### src/rtl/btn_debounce_repeat.sv
// Push-button conditioner: two-flop synchroniser, tick-timed lockout windows and press pulses.
// Auto-repeat while held is built only when the macro BTN_AUTOREPEAT_EN is defined.

module btn_debounce_repeat_chk (
  input logic clk,
  input logic rst_n,
  input logic press_pulse,
  input logic btn_level,
  input logic hold_active
);

  no_double_pulse_a: assert property (@(posedge clk) disable iff (!rst_n)
    press_pulse |=> !press_pulse);

  hold_implies_level_a: assert property (@(posedge clk) disable iff (!rst_n)
    hold_active |-> btn_level);

endmodule

module btn_debounce_repeat #(
  parameter int unsigned CLK_HZ        = 100000000,
  parameter int unsigned TICK_HZ       = 1000,
  parameter int unsigned LOCKOUT_TICKS = 200,
  parameter int unsigned HOLD_TICKS    = 500,
  parameter int unsigned REPEAT_TICKS  = 150
) (
  input  logic CLK,
  input  logic RESETn,
  input  logic btn_in,
  output logic press_pulse,
  output logic btn_level,
  output logic hold_active
);

  localparam int unsigned DIV = CLK_HZ / TICK_HZ;
  localparam int unsigned PW  = (DIV > 1) ? $clog2(DIV) : 1;
  localparam logic [PW-1:0] PRESC_MAX = PW'(DIV - 1);
  localparam logic [15:0]   LOCK_N    = 16'(LOCKOUT_TICKS);

  if ((DIV * TICK_HZ != CLK_HZ) || (HOLD_TICKS <= LOCKOUT_TICKS) || (REPEAT_TICKS < 1)) begin : g_bad_cfg
    $error("btn_debounce_repeat: invalid timing parameters");
  end

  typedef enum logic [2:0] {
    S_IDLE         = 3'd0,
    S_LOCK_PRESS   = 3'd1,
    S_HELD         = 3'd2,
    S_LOCK_RELEASE = 3'd3
`ifdef BTN_AUTOREPEAT_EN
    ,S_REPEAT      = 3'd4
`endif
  } state_e;

  state_e        state_q, state_d;
  logic          sync1_q, sync2_q;
  logic [PW-1:0] presc_q, presc_d, presc_run_s;
  logic [15:0]   tcnt_q, tcnt_d, tcnt_run_s, tcnt_inc_s;
  logic          tick_s, lock_done_s;
  logic          press_pulse_q, press_pulse_d;
  logic          btn_level_q, btn_level_d;
`ifdef BTN_AUTOREPEAT_EN
  localparam logic [15:0] HOLD_N = 16'(HOLD_TICKS);
  localparam logic [15:0] REP_N  = 16'(REPEAT_TICKS);
  logic          hold_done_s, rep_done_s;
  logic          hold_active_q, hold_active_d;
`endif

  // Only the second synchroniser flop is ever looked at by the FSM.
  always_ff @(posedge CLK or negedge RESETn) begin
    if (!RESETn) begin
      sync1_q <= 1'b0;
      sync2_q <= 1'b0;
    end else begin
      sync1_q <= btn_in;
      sync2_q <= sync1_q;
    end
  end

  // Free-running prescaler and saturating tick count; a window expires on the tick that lands on N.
  always_comb begin
    tick_s     = (presc_q == PRESC_MAX);
    tcnt_inc_s = (tcnt_q == 16'hFFFF) ? tcnt_q : (tcnt_q + 16'd1);
    if (tick_s) begin
      presc_run_s = {PW{1'b0}};
      tcnt_run_s  = tcnt_inc_s;
    end else begin
      presc_run_s = presc_q + PW'(1);
      tcnt_run_s  = tcnt_q;
    end
    lock_done_s = tick_s && (tcnt_inc_s == LOCK_N);
`ifdef BTN_AUTOREPEAT_EN
    hold_done_s = tick_s && (tcnt_inc_s == HOLD_N);
    rep_done_s  = tick_s && (tcnt_inc_s == REP_N);
`endif
  end

  // Next state and next registered outputs; a release always beats a simultaneous expiry.
  always_comb begin
    state_d       = state_q;
    presc_d       = presc_run_s;
    tcnt_d        = tcnt_run_s;
    press_pulse_d = 1'b0;
    btn_level_d   = btn_level_q;
`ifdef BTN_AUTOREPEAT_EN
    hold_active_d = hold_active_q;
`endif
    case (state_q)
      S_IDLE: begin
        presc_d = {PW{1'b0}};
        tcnt_d  = 16'd0;
        if (sync2_q) begin
          state_d       = S_LOCK_PRESS;
          press_pulse_d = 1'b1;
          btn_level_d   = 1'b1;
        end else begin
          state_d = S_IDLE;
        end
      end
      S_LOCK_PRESS: begin
        if (lock_done_s && sync2_q) begin
          state_d = S_HELD;
        end else if (lock_done_s) begin
          state_d     = S_LOCK_RELEASE;
          presc_d     = {PW{1'b0}};
          tcnt_d      = 16'd0;
          btn_level_d = 1'b0;
        end else begin
          state_d = S_LOCK_PRESS;
        end
      end
      S_HELD: begin
        if (!sync2_q) begin
          state_d     = S_LOCK_RELEASE;
          presc_d     = {PW{1'b0}};
          tcnt_d      = 16'd0;
          btn_level_d = 1'b0;
`ifdef BTN_AUTOREPEAT_EN
        end else if (hold_done_s) begin
          state_d       = S_REPEAT;
          presc_d       = {PW{1'b0}};
          tcnt_d        = 16'd0;
          press_pulse_d = 1'b1;
          hold_active_d = 1'b1;
`endif
        end else begin
          state_d = S_HELD;
        end
      end
`ifdef BTN_AUTOREPEAT_EN
      S_REPEAT: begin
        if (!sync2_q) begin
          state_d       = S_LOCK_RELEASE;
          presc_d       = {PW{1'b0}};
          tcnt_d        = 16'd0;
          btn_level_d   = 1'b0;
          hold_active_d = 1'b0;
        end else if (rep_done_s) begin
          state_d       = S_REPEAT;
          presc_d       = {PW{1'b0}};
          tcnt_d        = 16'd0;
          press_pulse_d = 1'b1;
        end else begin
          state_d = S_REPEAT;
        end
      end
`endif
      S_LOCK_RELEASE: begin
        if (lock_done_s) begin
          state_d = S_IDLE;
          presc_d = {PW{1'b0}};
          tcnt_d  = 16'd0;
        end else begin
          state_d = S_LOCK_RELEASE;
        end
      end
      default: begin
        state_d     = S_IDLE;
        presc_d     = {PW{1'b0}};
        tcnt_d      = 16'd0;
        btn_level_d = 1'b0;
`ifdef BTN_AUTOREPEAT_EN
        hold_active_d = 1'b0;
`endif
      end
    endcase
  end

  // State, timebase and output registers.
  always_ff @(posedge CLK or negedge RESETn) begin
    if (!RESETn) begin
      state_q       <= S_IDLE;
      presc_q       <= {PW{1'b0}};
      tcnt_q        <= 16'd0;
      press_pulse_q <= 1'b0;
      btn_level_q   <= 1'b0;
`ifdef BTN_AUTOREPEAT_EN
      hold_active_q <= 1'b0;
`endif
    end else begin
      state_q       <= state_d;
      presc_q       <= presc_d;
      tcnt_q        <= tcnt_d;
      press_pulse_q <= press_pulse_d;
      btn_level_q   <= btn_level_d;
`ifdef BTN_AUTOREPEAT_EN
      hold_active_q <= hold_active_d;
`endif
    end
  end

  assign press_pulse = press_pulse_q;
  assign btn_level   = btn_level_q;
`ifdef BTN_AUTOREPEAT_EN
  assign hold_active = hold_active_q;
`else
  assign hold_active = 1'b0;
`endif

  btn_debounce_repeat_chk u_chk (
    .clk         (CLK),
    .rst_n       (RESETn),
    .press_pulse (press_pulse_q),
    .btn_level   (btn_level_q),
    .hold_active (hold_active)
  );

endmodule
### config.mk
export PLATFORM = sky130hd
export DESIGN_NAME = btn_debounce_repeat
export DESIGN_NICKNAME = d
export VERILOG_FILES = /design/src/rtl/btn_debounce_repeat.sv
export SDC_FILE = /design/constraint.sdc
export NUM_CORES = 1
export LEC_CHECK = 0
export CORE_MARGIN = 3
export CORE_UTILIZATION = 38
export CTS_BUF_LIST = sky130_fd_sc_hd__clkbuf_8
export DETAILED_ROUTE_END_ITERATION = 12
export DONT_BUFFER_PORTS = 1
export PLACE_DENSITY = 0.55
export SLEW_MARGIN = 20
export SYNTH_ARGS = -nofsm -noshare
export SYNTH_HDL_FRONTEND = slang
export SYNTH_HIERARCHICAL = 1
export SYNTH_SLANG_ARGS = --single-unit
export TNS_END_PERCENT = 20
### constraint.sdc
create_clock -name CLK -period 2.7 [get_ports CLK]
set_clock_uncertainty 0.15 [all_clocks]
set_input_delay 0.54 -clock CLK [delete_from_list [all_inputs] [get_ports CLK]]
set_output_delay 0.54 -clock CLK [all_outputs]
set_load 0.05 [all_outputs]
==> metrics.csv, run 1 <==
metric,value,unit
run status,"complete, no violations",
ys flop type,dfrtp_1,
CP Capture Type,register,
"Core Util, Final",0.4532,
Setup CP Type,reg -> reg,
Worst setup startpoint,tcnt_q[1]$_DFF_PN0_,
"area leader, netlist",dfrtp_1,
reg-to-reg startpoint,tcnt_q[1]$_DFF_PN0_,
"EDFF count, synth",0,
worst endpoint data arrival time,2.55,ns
Hold Path Class,in -> reg,
Die Area,0.007110,mm²
"Slew Viols, Final",0,
Skew-Pair Late Insertion Delay,0.30,ns
min-delay src,btn_in,
Initial Utilization,0.4083,
final setup vio count,0,
post-synth top area share,0.4187,
CTS sink cnt,39,
htree depth,2,
drt pass-1 iters,4,
maxcap violations,0,
PD cells,491.5,mW/mm²
syn_nets,260,
Post-DP HPWL,3788,µm
nets@finish,269,
WP data required,2.76,ns
first-pass GRT wire length,8949,µm
Netlist Area Pre-Place,0.002331,mm²
fin worst setup slack,0.2140,ns
ys async rst share,1.000,
Ports,6,
Avg Synthesized Cell Area,9.141,µm²
die height,84.32,µm
All-Layer GR Usage,0.1560,
vias in the first global route,1760,
Period minus WS final,2.486,ns
final hold vios,0,
met3 Track Usage GR,0.03435,
Area Overhead vs Synth,11.00,%
initial antenna violation count,0,
largest cells by area after synthesis,"dfrtp_1, a21oi_1, xnor2_1",
# DRC,0,
maximum VDD drop,0.2334,mV
pin count of the biggest net entering global routing,40,
CTS tree,built,
Core Area,0.005709,mm²
register bit total from synthesis,39,
Lkg Pwr,1.092,nW
layer with the highest usage,met1,
setup TNS,0,ns
"Warnings, synthesis",6,
post-route clock period utilization,0.9207,
Port Buffers,0,
critical path startpoint category,register,
"count leader, synth",dfrtp_1,
fillers,544,
Setup Buffers After CTS,0,
internal reg-to-reg setup slack,0.21,ns
unrepaired setup endpoints after global routing,false,
DIE WIDTH,84.32,µm
"CTS clk-pin slew, worst paths",0.09,ns
remaining antenna violation count after routing,0,
"Seq/Total Area, Yosys",0.4187,
row cnt,27,
Clock Root Buffer,clkbuf_8,
Routed Wire Length,5271,µm
count of cell types in the netlist,47,
total number of vias,1897,
clock buffer count from CTS,5,
CTS max path bufs,2,
CP max FO,7,
DR iter-0 viols,171,
Setup WS pre-CTS,0.2154,ns
global route overflow,0,
DR WL/cell,15.64,µm
Post-synth top cells,"dfrtp_1, nor2_1, nand2_1",
n_diodes,0,
post-DR vias/cell,5.629,
Synth Instances,255,
Final Wtd Congestion,0.9219,
share of cells above drive strength 1,0.1358,
Fmax,0.4023,GHz
met2 usage,0.2260,
grt met1 use,0.2324,
## cell families (layout without fill, tap and decap cells)
family / after synthesis / in the layout / synth area share
flip-flops: 39 / 39 / 0.4187
XOR/XNOR: 22 / 22 / 0.08266
AND/OR/NAND/NOR: 116 / 116 / 0.2920
buffers and inverters: 16 / 26 / 0.03006
AO/OA/AOI/OAI: 55 / 55 / 0.1471
multiplexers: 4 / 4 / 0.01718
adder cells (fa/ha/maj): 2 / 2 / 0.01073
other: 1 / 1 / 0.001609
## layout make-up
class | count | area (µm²) | share of cell area
clock buffers | 6 | 82.58 | 0.03191
clock inverters | 2 | 16.27 | 0.006286
inverters | 4 | 15.01 | 0.005803
multi-input cells | 200 | 1287 | 0.4976
flip-flops and latches | 39 | 975.9 | 0.3772
well taps | 72 | 90.09 | 0.03482
repair buffers | 14 | 120.1 | 0.04642
## worst max-delay path: stages (launching register included)
cell     delay [ns]
dfrtp_1        0.44
ha_2           0.28
nand3_2        0.18
nor3_2         0.27
or4b_1         0.49
buf_4          0.19
nand2_1        0.15
o22ai_1        0.11
a21oi_1        0.13
## flip-flops by register name, indices dropped and copies added (netlist names)
name and flops:
presc_q 17, tcnt_q 16, state_q 2, btn_level 1, press_pulse 1, sync1_q 1
sync2_q 1
## routing by layer
layer  vias up  part of all wire
met3        10             0.052
met4         0             0.019
met1       881              0.51
met2        60              0.42
met5         -                 0
li1        946                 -
## cell usage in the layout, fill, tap and decap left out, types with 3 or more instances in the layout
master and n:
dfrtp_1 39, nor2_1 27, nand2_1 25, a21oi_1 24, xnor2_1 12, buf_4 12, xor2_1 10, nand4_1 10
nand3_1 9, nor3_1 9, o21ai_0 9, clkbuf_8 6, and4_1 5, and3_1 4, nor4_1 4, mux2i_1 4
o211ai_1 4, a31oi_1 4, inv_1 3, or3_1 3, nor3_2 3, a31o_1 3, o22ai_1 3
## what timing repair did
| action | 4_1_cts | 5_1_grt |
|---|---|---|
| endpoints found under the hold margin | 39 | 0 |
| setup endpoints to repair | 0 | 3 |
| hold buffers | 2 | 0 |
| resized for setup | 0 | 1 |
## where the power goes
group	switching, W	internal, W	total [W]
Clock	0.000219	0.000209	0.000428
Sequential	0.0000634	0.000637	0.000700
Combinational	0.0000769	0.0000670	0.000144
## metrics by stage
stage          std cells  total power (W)  hold slack [ns]  area, µm²
2_1_floorplan        255        0.0008093          0.09441       2331
3_3_place_gp         327        0.0008381          0.09521       2456
3_5_place_dp         327        0.0008401          0.09550       2456
4_1_cts              337         0.001289           0.1046       2585
5_1_grt              337         0.001351          0.09245       2587
6_report             337         0.001272           0.1121       2587
## final timing paths
kind                       cells past startpoint                     to
min reg2reg                                    0      sync2_q$_DFF_PN0_
max in group asynchronous                      2   state_q[1]$_DFF_PN0_
min in group asynchronous                      2  presc_q[13]$_DFF_PN0_
min                                            0      sync1_q$_DFF_PN0_
max                                            8    tcnt_q[3]$_DFF_PN0_
max reg2reg                                    8    tcnt_q[3]$_DFF_PN0_
(Power assumes the default switching activity.)
==> inputs of run 2 (changes only) <==
CELL_PAD_IN_SITES_DETAIL_PLACEMENT = 1   (was unset)
CELL_PAD_IN_SITES_GLOBAL_PLACEMENT = 2   (was unset)
PLACE_DENSITY = 0.78   (was 0.55)
==> run 2 against run 1 <==
Hold slack better by 0.0020 ns. Power shrank 1.3%. Utilization is 0.48 points higher. Die area stayed put. Setup slack improved by 0.016 ns. First-iteration DRC count decreased by 55%. Maximum frequency rose by 0.63%. Wire length rose by 13%. Critical path type unchanged.
==> metrics.csv, run 2 (synthesis gave the netlist of run 1 again) <==
metric,value,unit
run status,"complete, no violations",
Die Area,0.007110,mm²
fillers,676,
critical path startpoint category,register,
htree depth,2,
WP data required,2.71,ns
area of the multi-input gates,0.001291,mm²
CP Capture Type,register,
"CTS clk-pin slew, worst paths",0.09,ns
initial antenna violation count,0,
Routed Wire Length,5962,µm
pin count of the biggest net entering global routing,40,
Area Overhead vs Synth,12.18,%
unrepaired setup endpoints after global routing,false,
die height,84.32,µm
global route overflow,0,
maximum VDD drop,0.2611,mV
n_diodes,0,
Port Buffers,0,
Setup CP Type,reg -> reg,
drt pass-1 iters,4,
Hold Path End,sync1_q$_DFF_PN0_,
Ports,6,
"Slew Viols, Final",0,
post-route clock period utilization,0.9150,
min-delay src,btn_in,
Lkg Pwr,1.111,nW
Hold Path Depth,0,
Hold Path Class,in -> reg,
Final Wtd Congestion,0.8000,
total number of vias,1924,
Clock Root Buffer,clkbuf_8,
# DRC,0,
Core Area,0.005709,mm²
worst endpoint data arrival time,2.48,ns
final setup vio count,0,
vias in the first global route,2016,
row cnt,27,
Worst Reg-to-Reg Cells,7,
slowest CP cell,nor4_1,
first-pass GRT wire length,10390,µm
Initial Utilization,0.4083,
most frequent cells in the layout,"dfrtp_1, nor2_1, nand2_1",
Storage cell area,975.9,µm²
nets@finish,273,
"commonest non-fill, non-tap cell in the layout",dfrtp_1,
Max stage delay on crit path,0.49,ns
share of cells above drive strength 1,0.1487,
PD cells,480.2,mW/mm²
setup TNS,0,ns
Fmax,0.4048,GHz
CTS tree,built,
final hold vios,0,
CP max FO,7,
Setup Buffers After CTS,0,
DR WL/cell,17.48,µm
Skew-Pair Late Insertion Delay,0.30,ns
CTS max path bufs,2,
crit path cell chain,ha_1 > nand3_2 > nor4_1 > and3_1 > o21ai_1 > o31ai_4 > o211ai_1,
DIE WIDTH,84.32,µm
All-Layer GR Usage,0.1804,
reg-to-reg startpoint,tcnt_q[1]$_DFF_PN0_,
post-DR vias/cell,5.642,
reg-to-reg endpoint,state_q[0]$_DFF_PN0_,
maxcap violations,0,
Largest register FFs,17,
clock buffer count from CTS,5,
final design area excluding fillers,0.002615,mm²
Post-DP HPWL,4360,µm
"Core Util, Final",0.4580,
DR iter-0 viols,77,
Largest regs,"presc_q x17, tcnt_q x16, state_q x2",
CTS sink cnt,39,
Post-DP Area,0.002486,mm²
internal reg-to-reg setup slack,0.23,ns
Largest Register,presc_q,
remaining antenna violation count after routing,0,
Period minus WS final,2.470,ns
==> run 2: cell types whose count changed in the layout (fill, tap and decap cells not counted), sizes merged <==
| cell | before | now |
|---|---|---|
| buf | 13 | 17 |
| clkinv | 2 | 1 |
| inv | 3 | 4 |
| clkinvlp | 1 | 2 |
| clkbuf | 6 | 5 |
==> run 2: area by class of cell <==
type / count / share of cell area
well taps: 72 / 0.03445
clock buffers: 5 / 0.02632
inverters: 4 / 0.005742
multi-input cells: 200 / 0.4938
flip-flops and latches: 39 / 0.3732
repair buffers: 18 / 0.05742
clock inverters: 3 / 0.009091
==> run 2: worst max path at each step <==
stage | slack (ns) | endpoint | startpoint | depth (start not counted)
5_1_grt | 0.02 | state_q[0]$_DFF_PN0_ | tcnt_q[1]$_DFF_PN0_ | 7
2_1_floorplan | 0.38 | tcnt_q[4]$_DFF_PN0_ | tcnt_q[1]$_DFF_PN0_ | 8
6_report | 0.23 | state_q[0]$_DFF_PN0_ | tcnt_q[1]$_DFF_PN0_ | 7
3_3_place_gp | 0.28 | state_q[0]$_DFF_PN0_ | tcnt_q[0]$_DFF_PN0_ | 6
3_5_place_dp | 0.23 | state_q[0]$_DFF_PN0_ | tcnt_q[0]$_DFF_PN0_ | 6
4_1_cts | 0.22 | state_q[0]$_DFF_PN0_ | tcnt_q[0]$_DFF_PN0_ | 6
==> run 2: per-layer routing <==
metal | routed length (µm) | share of wire | GRT usage
met5 | 0 | 0 | 0
met4 | 24 | 0.0040 | 0.04094
met3 | 200 | 0.034 | 0.03533
met2 | 2620 | 0.44 | 0.2798
met1 | 3117 | 0.52 | 0.2597
==> run 2: worst max-delay path, delay by kind of cell, from the launching register on <==
family                   cells  cell delay (ns)
adder cells (fa/ha/maj)      1             0.22
flip-flops                   1             0.44
AO/OA/AOI/OAI                3             0.59
AND/OR/NAND/NOR              3             0.93
==> run 2: metrics by stage <==
step	power, W	hold WS, ns	std cells	worst slack (ns)
floorplan	0.0008093	0.09441	255	0.3783
global placement	0.0008376	0.09531	331	0.2848
detailed placement	0.0008428	0.09555	331	0.2316
CTS	0.001275	0.1008	341	0.2165
global route	0.001344	0.08850	341	0.01980
finish	0.001256	0.1142	341	0.2296
==> run 2: what timing repair did <==
item / 4_1_cts / 5_1_grt
endpoints found under the setup margin: 0 / 1
hold buffers: 2 / 0
resized for setup: 0 / 1
endpoints found under the hold margin: 39 / 0
==> run 2: power by group <==
part           switching (W)  leakage [nW]  internal (W)  total (W)
sequential         0.0000653         0.517      0.000636   0.000702
clock               0.000226        0.0408      0.000185   0.000411
combinational      0.0000767         0.553     0.0000661   0.000143
total               0.000368          1.11      0.000887    0.00126
